File: config.mk
export PLATFORM = sky130hd
export DESIGN_NAME = mem_stage
export DESIGN_NICKNAME = d
export VERILOG_FILES = /design/src/rtl/riscv_pkg.sv /design/src/rtl/lsu_align.sv /design/src/rtl/mem_stage.sv
export SDC_FILE = /design/constraint.sdc
export NUM_CORES = 1
export LEC_CHECK = 0
export CAP_MARGIN = 20
export CORE_MARGIN = 5
export CORE_UTILIZATION = 42
export CTS_CLUSTER_DIAMETER = 120
export DETAILED_ROUTE_END_ITERATION = 8
export PLACE_DENSITY = 0.88
export RECOVER_POWER = 50
export SLEW_MARGIN = 20
export SYNTH_ARGS = -nofsm -noshare
export SYNTH_HDL_FRONTEND = slang
export SYNTH_SLANG_ARGS = --single-unit
File: constraint.sdc
create_clock -name clk -period 2.2 [get_ports clk]
set_clock_uncertainty 0.1 [all_clocks]
set_input_delay 0.22 -clock clk [delete_from_list [all_inputs] [get_ports clk]]
set_output_delay 0.22 -clock clk [all_outputs]
set_load 0.05 [all_outputs]
File: src/rtl/riscv_pkg.sv
// Shared encodings and types for the load/store path.
package riscv_pkg;

  localparam int unsigned XLEN      = 32;
  localparam int unsigned NUM_LANES = 4;

  localparam logic [2:0] FUNCT3_LB  = 3'b000;
  localparam logic [2:0] FUNCT3_LH  = 3'b001;
  localparam logic [2:0] FUNCT3_LW  = 3'b010;
  localparam logic [2:0] FUNCT3_LBU = 3'b100;
  localparam logic [2:0] FUNCT3_LHU = 3'b101;
  localparam logic [2:0] FUNCT3_SB  = 3'b000;
  localparam logic [2:0] FUNCT3_SH  = 3'b001;
  localparam logic [2:0] FUNCT3_SW  = 3'b010;

  typedef enum logic {
    IDLE = 1'b0,
    WAIT = 1'b1
  } mem_state_t;

  // Data-memory command held stable for the whole outstanding access
  typedef struct packed {
    logic                 we;
    logic [XLEN-1:0]      addr;
    logic [NUM_LANES-1:0] be;
    logic [XLEN-1:0]      wdata;
  } dmem_cmd_t;

endpackage

File: src/rtl/lsu_align.sv
// Byte-lane steering for stores, load extraction/extension and alignment check.
module lsu_align
  import riscv_pkg::*;
(
  input  logic [2:0]           funct3_i,
  input  logic [1:0]           addr_lo_i,
  input  logic [XLEN-1:0]      store_data_i,
  input  logic [XLEN-1:0]      rdata_i,
  output logic [NUM_LANES-1:0] be_o,
  output logic [XLEN-1:0]      wdata_o,
  output logic [XLEN-1:0]      load_data_o,
  output logic                 misaligned_o
);

  logic [15:0] shifted;

  always_comb begin
    be_o         = '0;
    wdata_o      = '0;
    load_data_o  = rdata_i;
    misaligned_o = 1'b0;
    shifted      = 16'(rdata_i >> {addr_lo_i, 3'b000});

    // Size lives in funct3[1:0]; bit 2 only selects zero-extension for loads
    case (funct3_i[1:0])
      2'b00: begin
        be_o    = 4'b0001 << addr_lo_i;
        wdata_o = {4{store_data_i[7:0]}};
      end
      2'b01: begin
        be_o    = 4'b0011 << addr_lo_i;
        wdata_o = {2{store_data_i[15:0]}};
      end
      2'b10: begin
        be_o    = 4'hF;
        wdata_o = store_data_i;
      end
      default: ;
    endcase

    case (funct3_i)
      FUNCT3_LB:  load_data_o = {{24{shifted[7]}}, shifted[7:0]};
      FUNCT3_LBU: load_data_o = {24'h0, shifted[7:0]};
      FUNCT3_LH: begin
        load_data_o  = {{16{shifted[15]}}, shifted};
        misaligned_o = addr_lo_i[0];
      end
      FUNCT3_LHU: begin
        load_data_o  = {16'h0, shifted};
        misaligned_o = addr_lo_i[0];
      end
      FUNCT3_LW:  misaligned_o = (addr_lo_i != 2'b00);
      default:    misaligned_o = 1'b1;
    endcase
  end

endmodule

File: src/rtl/mem_stage.sv
// Memory pipeline stage: dmem req/ready handshake with timeout, load/store
// alignment and a registered write-back bundle.
module mem_stage
  import riscv_pkg::*;
#(
  parameter int unsigned WIDTH    = 32,
  parameter int unsigned MAX_WAIT = 16
) (
  input  logic             clk,
  input  logic             rst_n,
  input  logic             in_valid,
  input  logic             mem_read,
  input  logic             mem_write,
  input  logic [2:0]       funct3,
  input  logic [WIDTH-1:0] alu_result,
  input  logic [WIDTH-1:0] store_data,
  input  logic [4:0]       rd,
  input  logic             reg_write,
  output logic             dmem_req,
  output logic             dmem_we,
  output logic [WIDTH-1:0] dmem_addr,
  output logic [WIDTH-1:0] dmem_wdata,
  output logic [3:0]       dmem_be,
  input  logic [WIDTH-1:0] dmem_rdata,
  input  logic             dmem_ready,
  output logic             stall,
  output logic             wb_valid,
  output logic [4:0]       wb_rd,
  output logic             wb_reg_write,
  output logic [WIDTH-1:0] wb_data,
  output logic             misaligned,
  output logic             bus_error
);

  localparam int unsigned      CNT_W    = (MAX_WAIT > 1) ? $clog2(MAX_WAIT) : 1;
  localparam logic [CNT_W-1:0] CNT_LAST = CNT_W'(MAX_WAIT - 1);

  mem_state_t       state_q, state_d;
  logic [CNT_W-1:0] cnt_q, cnt_d;
  dmem_cmd_t        cmd_q, cmd_d;
  logic [2:0]       funct3_q, funct3_d;
  logic [1:0]       off_q, off_d;
  logic [4:0]       rd_q, rd_d;
  logic             regw_q, regw_d;

  logic             wb_valid_q, wb_valid_d;
  logic [4:0]       wb_rd_q, wb_rd_d;
  logic             wb_reg_write_q, wb_reg_write_d;
  logic [WIDTH-1:0] wb_data_q, wb_data_d;
  logic             misaligned_q, misaligned_d;
  logic             bus_error_q, bus_error_d;

  logic             in_wait, mem_op, illegal, timeout;
  logic [2:0]       al_funct3;
  logic [1:0]       al_off;
  logic [3:0]       al_be;
  logic [WIDTH-1:0] al_wdata, al_load;
  logic             al_mis;

  // One aligner serves both the accept cycle and the load return in WAIT
  assign in_wait   = (state_q == WAIT);
  assign al_funct3 = in_wait ? funct3_q : funct3;
  assign al_off    = in_wait ? off_q : alu_result[1:0];

  lsu_align u_align (
    .funct3_i     (al_funct3),
    .addr_lo_i    (al_off),
    .store_data_i (store_data),
    .rdata_i      (dmem_rdata),
    .be_o         (al_be),
    .wdata_o      (al_wdata),
    .load_data_o  (al_load),
    .misaligned_o (al_mis)
  );

  assign mem_op  = mem_read | mem_write;
  assign illegal = al_mis | (mem_read & mem_write)
                 | (mem_write & !(funct3 inside {FUNCT3_SB, FUNCT3_SH, FUNCT3_SW}));
  assign timeout = ~dmem_ready & (cnt_q == CNT_LAST);

  always_comb begin
    state_d        = state_q;
    cnt_d          = cnt_q;
    cmd_d          = cmd_q;
    funct3_d       = funct3_q;
    off_d          = off_q;
    rd_d           = rd_q;
    regw_d         = regw_q;
    wb_valid_d     = 1'b0;
    wb_rd_d        = wb_rd_q;
    wb_reg_write_d = 1'b0;
    wb_data_d      = wb_data_q;
    misaligned_d   = 1'b0;
    bus_error_d    = 1'b0;

    case (state_q)
      IDLE: begin
        if (in_valid) begin
          if (mem_op && !illegal) begin
            state_d     = WAIT;
            cnt_d       = '0;
            cmd_d.we    = mem_write;
            cmd_d.addr  = {alu_result[WIDTH-1:2], 2'b00};
            cmd_d.be    = al_be;
            cmd_d.wdata = al_wdata;
            funct3_d    = funct3;
            off_d       = alu_result[1:0];
            rd_d        = rd;
            regw_d      = reg_write;
          end else begin
            wb_valid_d     = 1'b1;
            wb_rd_d        = rd;
            wb_data_d      = alu_result;
            wb_reg_write_d = mem_op ? 1'b0 : reg_write;
            misaligned_d   = mem_op;
          end
        end
      end
      WAIT: begin
        if (dmem_ready) begin
          state_d        = IDLE;
          cnt_d          = '0;
          wb_valid_d     = 1'b1;
          wb_rd_d        = rd_q;
          wb_reg_write_d = regw_q & ~cmd_q.we;
          wb_data_d      = cmd_q.we ? '0 : al_load;
        end else if (timeout) begin
          state_d     = IDLE;
          cnt_d       = '0;
          wb_valid_d  = 1'b1;
          wb_rd_d     = rd_q;
          wb_data_d   = '0;
          bus_error_d = 1'b1;
        end else begin
          cnt_d = cnt_q + CNT_W'(1);
        end
      end
      default: state_d = IDLE;
    endcase
  end

  always_ff @(posedge clk or negedge rst_n) begin
    if (!rst_n) begin
      state_q        <= IDLE;
      cnt_q          <= '0;
      cmd_q          <= '0;
      funct3_q       <= '0;
      off_q          <= '0;
      rd_q           <= '0;
      regw_q         <= 1'b0;
      wb_valid_q     <= 1'b0;
      wb_rd_q        <= '0;
      wb_reg_write_q <= 1'b0;
      wb_data_q      <= '0;
      misaligned_q   <= 1'b0;
      bus_error_q    <= 1'b0;
    end else begin
      state_q        <= state_d;
      cnt_q          <= cnt_d;
      cmd_q          <= cmd_d;
      funct3_q       <= funct3_d;
      off_q          <= off_d;
      rd_q           <= rd_d;
      regw_q         <= regw_d;
      wb_valid_q     <= wb_valid_d;
      wb_rd_q        <= wb_rd_d;
      wb_reg_write_q <= wb_reg_write_d;
      wb_data_q      <= wb_data_d;
      misaligned_q   <= misaligned_d;
      bus_error_q    <= bus_error_d;
    end
  end

  // Command bus is quiet outside WAIT; stall is forced low while in reset
  assign dmem_req   = in_wait;
  assign dmem_we    = in_wait & cmd_q.we;
  assign dmem_addr  = in_wait ? cmd_q.addr : '0;
  assign dmem_wdata = in_wait ? cmd_q.wdata : '0;
  assign dmem_be    = in_wait ? cmd_q.be : '0;
  assign stall      = rst_n & ((~in_wait & in_valid & mem_op & ~illegal)
                             | (in_wait & ~dmem_ready & ~timeout));

  assign wb_valid     = wb_valid_q;
  assign wb_rd        = wb_rd_q;
  assign wb_reg_write = wb_reg_write_q;
  assign wb_data      = wb_data_q;
  assign misaligned   = misaligned_q;
  assign bus_error    = bus_error_q;

endmodule

# Yosys cells after proc, flatten, opt, wreduce, memory -nomap -nowiden
# Index checks and enable logic that the tools add are counted.
# Widths: inputs -> output; s select.
# word_totals
out_inout_bits,112
register_bits,124
elab_cells,111
input_bits,111
# op_classes
reduce_logical,13
bitwise_logic,20
addsub,1
eq_ne,13
shift,3
n_mux,45
# ops
cell,count
$mux 32,7
$pmux 32 s4,1
$pmux 32 s3,1
$pmux 32 s2,1
$shr 32x5->16,1
$mux 4,5
$mux 5,4
$mux 1,17
$pmux 4 s3,1
$and 1x1->1,11
$pmux 5 s2,1
$pmux 4 s2,1
$eq 3x1->1 const B,2
$eq 3x2->1 const B,2
$eq 3x3->1 const B,2
$logic_not 3->1,2
$ne 2x2->1 const B,3
$pmux 1 s2,3
$reduce_and 3->1,2
$not 1->1,5
$add 4x1->4 const B,1
$eq 4x4->1 const B,1
$or 1x1->1,4
$reduce_or 2->1,2
14 further kinds,15

# Logic depth before layout (Yosys ltp)
# depth
depth_word,11
mapped_depth,10
mapped_depth_nobuf,7

# By module
# A second synthesis with hierarchy kept.
# unflattened
hier_cells,709
hier_area_um2,7236.9
# by_module_without_submodules
module,n_inst,seq_area_each_um2,area_per_inst_um2,cells_each
mem_stage,1,3103.0,5905.7,493
lsu_align,1,0.0,1331.3,216

# Least setup slack after synthesis
# OpenSTA, ideal clock, no wires.
# synth_path
kind,register to output
from,register state_q (netlist: dmem_req)
to,output stall
path_slack_ps,-561
required_time_ps,1880
arrival_ps,2441
stages_incl_launch_ff,9
path_buffers,2
cell_sequence,dfrtp_1 -> buf_6 -> nor3b_1 -> o22ai_1 -> a221oi_4 -> nand2_1 -> buf_2 -> nand2_1 -> and2_1
# synth_between
elab_chain_cells,10
word_cells_on_any_way,22
cone_classes,eq/ne (4); mux (3); bitwise (11); reduce/logical (4)
# synth_rtl
item,line_no,text
from (decl),mem_stage.sv:38,"mem_state_t state_q, state_d;"
from (signal assigned),mem_stage.sv:158,state_q <= state_d;
$mux 3,mem_stage.sv:62,assign al_funct3 = in_wait ? funct3_q : funct3;
"$eq 3x1->1, or another cell as far along",lsu_align.sv:41,case (funct3_i)
$reduce_or 2->1 (no line),n/a,
$pmux 1 s3,lsu_align.sv:41,
$or 1x1->1,mem_stage.sv:77,assign illegal = al_mis | (mem_read & mem_write)
$or 1x1->1,mem_stage.sv:78,"| (mem_write & !(funct3 inside {FUNCT3_SB, FUNCT3_SH, FUNCT3_SW}));"
$not 1->1,mem_stage.sv:180,assign stall = rst_n & ((~in_wait & in_valid & mem_op & ~illegal)
$and 1x1->1,mem_stage.sv:180,
$or 1x1->1 *,mem_stage.sv:181,| (in_wait & ~dmem_ready & ~timeout));
$and 1x1->1 *,mem_stage.sv:180,
to (decl),mem_stage.sv:26,"output logic stall,"
# Every way passes the cells marked *; elsewhere a longest branch is shown, timed or not.

# Worst setup path after layout
# Same ends and word-level chain as after synthesis.

==> flow_summary.json <==
{
  "start_util_pct": 43.1,
  "ir_worst_vdd_mv": 0.692,
  "place.gp.congestion": 0.934,
  "cts_made_buffers": 17,
  "avgViaCountPerCell": 5.47,
  "nets": 1156,
  "drt_wl_total_mm": 25.5,
  "syn_area_per_cell_um2": 8.48,
  "clk_pin_slew_worst_paths_ns": 0.06,
  "ys_warn_count": 0,
  "layout_common_cells": "251 x nand2_1, 150 x clkdlybuf4s50_1, 123 x dfrtp_1",
  "slew-limit-headroom_pct": 62.4,
  "violations": "setup timing",
  "cap_violations": 0,
  "reg2reg_from": "dmem_req",
  "final_max_slew_viol_count": 0,
  "placed_cells": 1216,
  "cellPowerDensity_mw_per_mm2": 1120,
  "drive_gt1_share_pct": 30.2,
  "min_period_ns": 2.50,
  "antenna_cells": 0,
  "ff2ff_path_depth": 10,
  "crit_path_end_kind": "output port",
  "worstPathArrival_ns": 2.18,
  "die_y_um": 135,
  "area_growth_pct": 73.0,
  "leakage_nw": 5.04,
  "dp_hpwl_mm": 17.6,
  "final_common_cell": "nand2_1",
  "grt_pass1_vias": 7181,
  "vias": 6936,
  "whs_ns": 0.121,
  "worstSetupStartpoint": "dmem_req",
  "synth_seq_cells": 124,
  "fp.dieW_um": 135,
  "ff2ff_setup_slack_ns": -0.19,
  "ys_types": 54,
  "path_class": "reg -> out",
  "io_buffers": 220,
  "antenna_found_initial": 0,
  "fin_ws_ns": -0.304,
  "grt_max_degree": 101,
  "required_ns": 1.88,
  "rsz0062_at_grt": "true",
  "hold_path.class": "in -> async",
  "grtUsageTotal_pct": 27.3,
  "crit_path_max_fanout": 17,
  "clock_latency_ns": 0.42,
  "startpoint_type": "flip-flop",
  "period_share_pct": 114,
  "max_freq_mhz": 399,
  "cts_sinks": 124,
  "htreeDepth": 4,
  "seq_area_frac_synth_pct": 47.0,
  "worstReg2RegEnd": "wb_data[15]",
  "cts_buffer_depth": 2,
  "grt_pass1_wl_mm": 39.3,
  "synthesis.area_mm2": 0.00660,
  "core_mm2": 0.0153,
  "avgRoutedWirePerCell_um": 20.1,
  "synth_cells": 778,
  "cts_tree": "built",
  "setup_violations": 26,
  "hold_viol": 0,
  "root_buffer": "clkbuf_16",
  "antenna_left": 0,
  "status": "finished, violations left",
  "stdcell_count": 1267,
  "std_cell_rows": 45,
  "dr.pass1.iters": 5,
  "drt_iter0_markers": 434,
  "worst_pin_slew_ns": 0.564,
  "die_area_mm2": 0.0183,
  "io_pins": 223,
  "drc": 0,
  "overflow": 0
}
-- sequential cells by signal, summed over array words and instances (netlist names), 2 cells and up --
register,cells
wb_data,32
wb_rd,5
funct3_q,3
cmd_q,67
rd_q,5
off_q,2
cnt_q,4
-- routing by layer --
metal	GRT usage [%]	vias up	wire, µm
li1	-	3160	-
met1	33.6	3380	9640
met2	46.8	337	13000
met3	7.80	59	2180
met4	7.78	0	709
met5	0	-	0
-- critical path: stages (launching register included) --
cell,delay (ns)
dfrtp_4,0.50
buf_8,0.16
buf_4,0.14
clkinv_1,0.10
buf_6,0.19
nor2_2,0.16
nand2_1,0.12
nand2_4,0.09
and2_4,0.15
buf_12,0.13
-- cell type report --
cell class,instances,area [µm²]
clock buffers,23,468
inverters,2,7.51
flip-flops and latches,124,3110
clock inverters,8,92.6
well taps,211,264
multi-input cells,601,3730
repair buffers,298,3740
fillers,1050,3910
-- report_power, final --
part	switching, mW	leakage, nW	internal, mW
logic	3.62	3.21	2.59
registers	0.608	1.55	3.25
clock network	0.999	0.277	1.71
-- per-stage QoR --
stage          utilization (%)  area, µm²  setup WS [ns]  TNS [ns]  power, mW
2_1_floorplan                -       6700         -0.178     -3.07       7.03
3_3_place_gp              66.3      10200         -0.251    -17.12       9.29
3_5_place_dp              66.3      10200         -0.381    -24.80       9.51
4_1_cts                   71.6      11000         -0.289     -3.20       12.4
5_1_grt                   74.5      11400         -0.394     -8.66       13.4
6_report                  74.5      11400         -0.304     -3.72       12.8
-- cells by family (layout without fill, tap and decap cells) --
logic type | after synthesis | after routing | synth area share (%)
compound gates | 170 | 170 | 18.1
xor+xnor | 2 | 2 | 0.266
fa+ha+maj | 1 | 1 | 0.190
buf+inv | 54 | 331 | 3.87
flops | 124 | 124 | 47.0
mux | 22 | 22 | 3.77
other cells | 1 | 2 | 0.0568
simple gates | 404 | 404 | 26.7
-- cell usage after synthesis (all sizes together) --
library cell	count	area share, %
clkbuf	30	1.7
o31ai	3	0.42
nor3	4	0.30
a221oi	2	0.80
nand2b	3	0.28
mux2	4	0.80
ha	1	0.19
nor2	35	2.0
mux2i	18	3.0
nand3	24	1.8
a21oi	41	3.1
nor3b	2	0.23
o21a	2	0.23
clkinv	1	0.057
conb	1	0.057
a22oi	16	1.8
nor2b	1	0.095
and3	1	0.095
a31oi	1	0.095
a32o	1	0.15
a311o	1	0.15
a211oi	2	0.23
o21ai	62	4.8
or3	3	0.28
dfrtp	124	47
o221ai	24	4.1
a2bb2oi	6	1.1
nand2	260	15
xnor2	2	0.27
a21boi	1	0.11
nand3b	2	0.23
o211ai	2	0.23
inv	1	0.057
a22o	1	0.13
and2	69	6.5
a21o	1	0.11
a211o	1	0.13
o22ai	2	0.28
o2bb2ai	1	0.13
buf	22	2.0
-- how the worst max path moves through the flow --
stage	cells after the start	to	slack, ns
2_1_floorplan	8	wb_data[22]	-0.18
3_3_place_gp	7	wb_data[21]	-0.25
3_5_place_dp	6	wb_data[20]	-0.38
4_1_cts	8	stall	-0.29
5_1_grt	9	stall	-0.39
6_report	9	stall	-0.30
-- what timing repair did --
item                                    in CTS  in global routing
setup buffers                               10                  8
hold buffers                                 1                  0
hold endpoints to repair                    24                  0
pin swaps                                    9                 26
gates cloned                                 0                  2
resized for setup                           29                 87
endpoints found under the setup margin      93                114
Power figures use the tool's default switching activity.
